==> src/rtl/button_conditioner.sv <==
// rtl/button_conditioner.sv - debounce four active-low buttons and generate the controller update tick
//
// Purpose:
//   Cleans the four raw active-low board keys. Each key has a 2-flop synchronizer and a
//   debouncer. The debouncer changes its output only after the synchronized input has
//   disagreed with it for DEB_CYCLES consecutive clocks. A free-running divider makes the
//   periodic one-clock update pulse. any_pressed flags that at least one debounced key is down.
//
// Optional feature (macro HOLD_ACCEL_EN):
//   If a key is held for ACCEL_TICKS update ticks, the tick period halves to UPDATE_DIV/2.
//   Without the macro the period is always UPDATE_DIV.
//
// Ports:
//   clk          in   system clock
//   rst          in   synchronous reset, active-low
//   key_raw[3:0] in   raw keys, active-low, asynchronous ([0]=angleup [1]=angledown [2]=powerup [3]=powerdown)
//   angleup      out  debounced key_raw[0], active-low
//   angledown    out  debounced key_raw[1], active-low
//   powerup      out  debounced key_raw[2], active-low
//   powerdown    out  debounced key_raw[3], active-low
//   update       out  one-clock high pulse per tick period
//   any_pressed  out  high while any debounced key is low (registered, one clock behind)

module button_conditioner #(
  parameter int DEB_CYCLES  = 500000,
  parameter int UPDATE_DIV  = 2500000,
  parameter int ACCEL_TICKS = 8
) (
  input  logic       clk,
  input  logic       rst,
  input  logic [3:0] key_raw,
  output logic       angleup,
  output logic       angledown,
  output logic       powerup,
  output logic       powerdown,
  output logic       update,
  output logic       any_pressed
);

  localparam int DW = $clog2(DEB_CYCLES + 1);
  localparam int TW = $clog2(UPDATE_DIV);

  // Elaboration-time parameter sanity checks.
  if (UPDATE_DIV < 2) begin : g_bad_div
    $error("UPDATE_DIV must be at least 2");
  end
  if (ACCEL_TICKS < 0) begin : g_bad_accel
    $error("ACCEL_TICKS must not be negative");
  end

  logic [3:0]    sync1_q, sync1_d;
  logic [3:0]    sync2_q, sync2_d;
  logic [3:0]    deb_q, deb_d;
  logic [DW-1:0] deb_cnt_q [4];
  logic [DW-1:0] deb_cnt_d [4];
  logic [TW-1:0] tick_cnt_q, tick_cnt_d;
  logic          update_q, update_d;
  logic          any_q, any_d;
  logic [TW-1:0] tick_last;
  logic          tick_wrap;

`ifdef HOLD_ACCEL_EN
  localparam int HW = $clog2(ACCEL_TICKS + 1);
  logic [HW-1:0] hold_q, hold_d;
`endif

  always_comb begin
    sync1_d = key_raw;
    sync2_d = sync1_q;
    deb_d   = deb_q;
    for (int i = 0; i < 4; i++) begin
      deb_cnt_d[i] = deb_cnt_q[i];
      if (sync2_q[i] == deb_q[i]) begin
        deb_cnt_d[i] = '0;
      end else if (deb_cnt_q[i] == DW'(DEB_CYCLES - 1)) begin
        // DEB_CYCLES consecutive disagreeing samples seen: accept the new level.
        deb_d[i]     = sync2_q[i];
        deb_cnt_d[i] = '0;
      end else begin
        deb_cnt_d[i] = deb_cnt_q[i] + 1'b1;
      end
    end

`ifdef HOLD_ACCEL_EN
    tick_last = (hold_q == HW'(ACCEL_TICKS)) ? TW'(UPDATE_DIV / 2 - 1) : TW'(UPDATE_DIV - 1);
    hold_d    = hold_q;
    if (!any_q) begin
      hold_d = '0;
    end else if (update_q && (hold_q != HW'(ACCEL_TICKS))) begin
      hold_d = hold_q + 1'b1;
    end
`else
    tick_last = TW'(UPDATE_DIV - 1);
`endif

    // Use >= so that a shortened limit still wraps on the next cycle
    // when the counter is already past it.
    tick_wrap  = (tick_cnt_q >= tick_last);
    tick_cnt_d = tick_wrap ? '0 : tick_cnt_q + 1'b1;
    update_d   = tick_wrap;
    any_d      = ~&deb_q;
  end

  always_ff @(posedge clk) begin
    if (!rst) begin
      sync1_q    <= '1;
      sync2_q    <= '1;
      deb_q      <= '1;
      for (int i = 0; i < 4; i++) deb_cnt_q[i] <= '0;
      tick_cnt_q <= '0;
      update_q   <= 1'b0;
      any_q      <= 1'b0;
`ifdef HOLD_ACCEL_EN
      hold_q     <= '0;
`endif
    end else begin
      sync1_q    <= sync1_d;
      sync2_q    <= sync2_d;
      deb_q      <= deb_d;
      for (int i = 0; i < 4; i++) deb_cnt_q[i] <= deb_cnt_d[i];
      tick_cnt_q <= tick_cnt_d;
      update_q   <= update_d;
      any_q      <= any_d;
`ifdef HOLD_ACCEL_EN
      hold_q     <= hold_d;
`endif
    end
  end

  assign angleup     = deb_q[0];
  assign angledown   = deb_q[1];
  assign powerup     = deb_q[2];
  assign powerdown   = deb_q[3];
  assign update      = update_q;
  assign any_pressed = any_q;

endmodule

==> config.mk <==
export PLATFORM = sky130hd
export DESIGN_NAME = button_conditioner
export DESIGN_NICKNAME = d
export VERILOG_FILES = /design/src/rtl/button_conditioner.sv
export SDC_FILE = /design/constraint.sdc
export NUM_CORES = 1
export LEC_CHECK = 0
export ABC_AREA = 1
export CORE_MARGIN = 8
export CORE_UTILIZATION = 55
export DETAILED_ROUTE_END_ITERATION = 10
export GPL_ROUTABILITY_DRIVEN = 0
export HOLD_SLACK_MARGIN = 0.08
export MAX_ROUTING_LAYER = met4
export PLACE_DENSITY = 0.75
export SETUP_SLACK_MARGIN = 0.4
export SLEW_MARGIN = 40
export SYNTH_ARGS = -nofsm -noshare
export SYNTH_HDL_FRONTEND = slang
export SYNTH_SLANG_ARGS = --single-unit
export TNS_END_PERCENT = 50
==> constraint.sdc <==
create_clock -name clk -period 1.6 [get_ports clk]
set_clock_uncertainty 0.2 [all_clocks]
set_input_delay 0.24 -clock clk [delete_from_list [all_inputs] [get_ports clk]]
set_output_delay 0.24 -clock clk [all_outputs]
set_load 0.1 [all_outputs]
# == Word-level counts from Yosys, hierarchy flattened ==
# Memory sizes are Yosys's and may differ from the RTL's.
# Cells that the tools add are included.
# word_totals
elab_cells,54
mem_count,1
inputBits,6
ff_bits,36
output_inout_bits,6
ram_bits,76
# mem_list
name,words,word_bits,rd,rd_ports_with_merged_regs,write_ports,line,source
deb_cnt_q,4,19,4,0,4,54,logic [DW-1:0] deb_cnt_q [4];
# classes
eq_ne,8
bitwise,9
reduce_logical,7
mux,14
n_addsub,5
n_lt_le_gt_ge,1
# ops
operator,count
two-way mux 19 bit,12
"adder 19 x 1 -> 19 bit, second input constant",4
"== test 19 bit, second input constant",4
"adder 22 x 1 -> 22 bit, second input constant",1
"greater-or-equal comparator 22 bit, second input constant",1
AND reduction 2 bit,4
NOT 1 bit,5
== test 1 bit,4
bitwise OR 1 bit,4
AND reduction 4 bit,1
two-way mux 1 bit,2
OR reduction 2 bit,1
zero test 1 bit,1

# == Logic depth before layout (Yosys ltp) ==
# An unclocked memory read counts as a cell.
# logic_depth
depth_word,5
ltp_mapped,9
ltp_nobuf,9

# == Worst setup path before layout ==
# No wires, ideal clock.
# synth_path
path_type,reg2reg
startpoint,register deb_q[0]
endpoint,memory deb_cnt_q[0][18] (netlist bit)
t_arrival_ps,1688
setup_ps,70
n_path_buf,1
period_less_slack_ps,1958
required_time_ps,1330
path_slack_ps,-358
path_stages_with_launch,7
path_cell_list,dfxtp_1 -> or2_2 -> nand3_1 -> inv_1 -> nand2_2 -> buf_4 -> a21oi_1
# synth_rtl
item,line,source
"start, declared",53,"logic [3:0] deb_q, deb_d;"
"start signal, assigned",108,deb_q <= '1;
"start signal, assigned",119,deb_q <= deb_d;
"end, declared",54,

==> flow_metrics.py <==
metrics = {
    "outcome": {
        "status": "complete, but fails checks",
        "violations": "setup timing",
    },
    "timing": {
        "setup_slack_ns": -0.0748,
        "max_slew_margin": 0.711,
        "finalSetupViolations": 19,
        "worstMarginPinSlew_ns": 0.431,
        "slew_viol_final": 0,
        "finalHoldViolCount": 0,
        "finalCriticalPeriod_ns": 1.67,
        "tns_ns": -0.729,
        "rsz0062_at_grt": "yes",
        "finalCritPeriodShare": 1.05,
        "timing.fmax_mhz": 597,
    },
    "setup_path": {
        "rr_worst_depth": 6,
        "timing.rr.end": "deb_cnt_q[2][3]",
        "crit_type": "reg -> reg",
        "timing.rr.start": "deb_cnt_q[2][18]",
        "arrival_ns": 1.76,
        "cpMaxStageDelayCell": "dfxtp_1",
        "r2r_slack_ns": -0.07,
        "worstSetupEndpoint": "deb_cnt_q[2][3]",
        "path_cells": "inv_1, nor3_1, nand4_1, buf_4, nand2_4, nor2_1",
        "cp_max_fo": 4,
        "critPathLaunch": "deb_cnt_q[2][18]",
        "critPathMaxStageDelay_ns": 0.37,
        "end_kind": "flop",
        "crit_required_ns": 1.69,
        "startpoint_type": "flop",
    },
    "clock_network": {
        "numCtsBuffers": 9,
        "root_buffer": "clkbuf_8",
        "htree_levels": 3,
        "clockBufferDepth": 2,
        "cts.sinks": 112,
        "clkLatencyLatePin_ns": 0.39,
        "cts_tree": "yes",
        "path_clk_slew_ns": 0.10,
    },
    "power_and_ir_drop": {
        "combinationalPowerShare": 0.039,
        "leakagePower_nw": 2.63,
        "max-vdd-ir-drop_mv": 0.650,
        "switchingPower_w": 0.00105,
        "clkPwrFrac": 0.341,
        "swShare": 0.233,
        "p_per_area_nw_per_um2": 567,
        "pwr-share-seq": 0.620,
        "p_int_w": 0.00345,
    },
    "synth": {
        "synth_top_cell_by_area": "dfxtp_1",
        "synth.distinct_cells": 34,
        "syn_inst": 803,
        "synth.net_count": 814,
        "yosysWarnings": 0,
        "synthArstFlopShare": 0,
        "synth-seq-cells": 112,
        "synth_top_area_share": 0.404,
        "synth_commonest_cells": "nand2_1 (187), nor2_1 (165), dfxtp_1 (112), inv_1 (90), nand3_1 (48)",
        "synth.most_common_cell": "nand2_1",
        "synth_edf_count": 0,
        "synthFlopType": "dfxtp_1",
        "synth_area_leaders": "dfxtp_1 (40%), nand2_1 (13%), nor2_1 (11%)",
        "syn_avg_cell_area_um2": 6.92,
        "syn_area_um2": 5550,
        "ys_seq_area_frac": 0.404,
    },
    "global_route": {
        "gr-usage-met1": 0.224,
        "gr-usage-all-layers": 0.209,
        "met3_usage": 0.0517,
        "grt_antenna_before_repair": 0,
        "grt_pass1_wl_um": 22200,
        "top_usage_layer": "met2",
        "overflow": 0,
        "grtUsageMet2": 0.363,
        "grt_pass1_vias": 5032,
        "grt_max_degree": 19,
    },
    "routing": {
        "drt_pre_antenna_iters": 5,
        "drt-wirelength-per-cell_um": 16.6,
        "drt_iter0_markers": 576,
        "avgViaCountPerCell": 5.71,
        "drc": 0,
        "vias": 5964,
        "final_antenna_net_count": 0,
        "routed_wl_um": 17300,
    },
    "die": {
        "num_io_pins": 12,
        "start_util": 0.568,
        "fp.dieH_um": 116,
        "dieArea_um2": 13600,
        "core_um2": 9770,
        "die_x_um": 116,
        "rows": 36,
    },
    "placement": {
        "port_buffers": 11,
        "dpl.hpwl_um": 8510,
    },
    "final_layout": {
        "regArea_um2": 2390,
        "nFillCells": 602,
        "num_antenna_cells": 0,
        "area.growth.synth_to_final_pct": 42.9,
        "fin_util": 0.812,
        "layout-drive-gt1-share": 0.470,
        "final_net_count": 918,
        "multi_input_area_um2": 4020,
    },
    "worst_hold_path": {
        "hold_class": "in -> reg",
    },
    "job": {
        "maxCapViolations": 0,
    },
}
==> sequential cells by signal, indices dropped and copies added, names as in the netlist <==
signal / cells
tick_cnt_q: 22
deb_cnt_q: 76
any_pressed: 1
deb_q: 4
sync1_q: 4
sync2_q: 4
update: 1
==> metal layers <==
| layer | wire [um] | vias to the layer above |
|---|---|---|
| met3 | 906 | 112 |
| met4 | 950 | 0 |
| met2 | 9110 | 277 |
| met1 | 6330 | 2823 |
| met5 | 0 | - |
| li1 | - | 2752 |
==> area by class of cell <==
class	count	share of cell area
clock buffers	13	0.0188
well taps	133	0.0210
inverters	93	0.0449
multi-input cells	601	0.506
flip-flops and latches	112	0.301
repair buffers	90	0.107
clock inverters	2	0.00126
==> per-stage QoR <==
| stage | instance area, um2 | total power (W) | std cells | setup slack, ns | hold WS (ns) |
|---|---|---|---|---|---|
| 5_1_grt | 7940 | 0.00465 | 1044 | -0.0994 | 0.101 |
| 3_3_place_gp | 6270 | 0.00297 | 968 | -0.130 | 0.194 |
| 4_1_cts | 6940 | 0.00448 | 1014 | 0.0524 | 0.222 |
| 6_report | 7940 | 0.00450 | 1044 | -0.0748 | 0.111 |
| 2_1_floorplan | 5800 | 0.00294 | 803 | 0.152 | 0.147 |
| 3_5_place_dp | 6270 | 0.00298 | 968 | -0.124 | 0.202 |
==> repair_timing <==
action | in CTS | in global routing
endpoints found under the hold margin | 0 | 1
gates cloned | 7 | 5
resized for setup | 78 | 243
endpoints found under the setup margin | 114 | 117
pin swaps | 22 | 88
hold buffers | 0 | 1
setup buffers | 24 | 24
==> worst max-delay path, delay by kind of cell, from the launching register on <==
family	cells	cell delay, ns
buffers and inverters	2	0.31
DFF	1	0.37
and+or+nand+nor	4	0.70
==> logic make-up after synthesis <==
group                      share of synthesized area
buffers and inverters                         0.0737
adders and majority gates                     0.0113
xor gates and xnor gates                      0.0631
AOI/OAI and AO/OA                             0.0399
and+or+nand+nor                                0.408
DFF                                            0.404
==> worst min path at each step <==
stage | startpoint | end | slack [ns] | cells past startpoint
5_1_grt | rst | deb_q[1] | 0.10 | 4
4_1_cts | sync1_q[1] | sync2_q[1] | 0.22 | 1
3_5_place_dp | sync1_q[1] | sync2_q[1] | 0.20 | 1
3_3_place_gp | sync1_q[2] | sync2_q[2] | 0.19 | 1
2_1_floorplan | key_raw[0] | sync1_q[0] | 0.15 | 1
6_report | rst | deb_q[1] | 0.11 | 4
==> cells in the final DEF (no fill, tap or decap), types with 10 or more instances in the layout <==
| master | Yosys | layout |
|---|---|---|
| a21oi_2 | 1 | 23 |
| buf_4 | 5 | 60 |
| buf_6 | 2 | 15 |
| clkbuf_8 | 0 | 10 |
| dfxtp_1 | 112 | 31 |
| dfxtp_2 | 0 | 62 |
| dfxtp_4 | 0 | 19 |
| inv_1 | 90 | 68 |
| inv_2 | 3 | 22 |
| nand2_1 | 187 | 157 |
| nand2_2 | 7 | 30 |
| nand3_1 | 48 | 30 |
| nand3_2 | 6 | 14 |
| nand3_4 | 1 | 11 |
| nand4_1 | 24 | 24 |
| nor2_1 | 165 | 91 |
| nor2_2 | 7 | 49 |
| nor2_4 | 3 | 35 |
| nor3_2 | 3 | 12 |
| or2_2 | 14 | 11 |
| xor2_1 | 31 | 29 |
==> power by group through the flow <==
stage | registers, W | logic [W] | clock network [W]
after floorplan | 0.00287 | 0.0000661 | 0
after global placement | 0.00287 | 0.0000997 | 0
after detailed placement | 0.00287 | 0.000103 | 0
after CTS | 0.00281 | 0.000129 | 0.00155
after global routing | 0.00279 | 0.000185 | 0.00167
final | 0.00279 | 0.000175 | 0.00153
(Power assumes the default switching activity.)
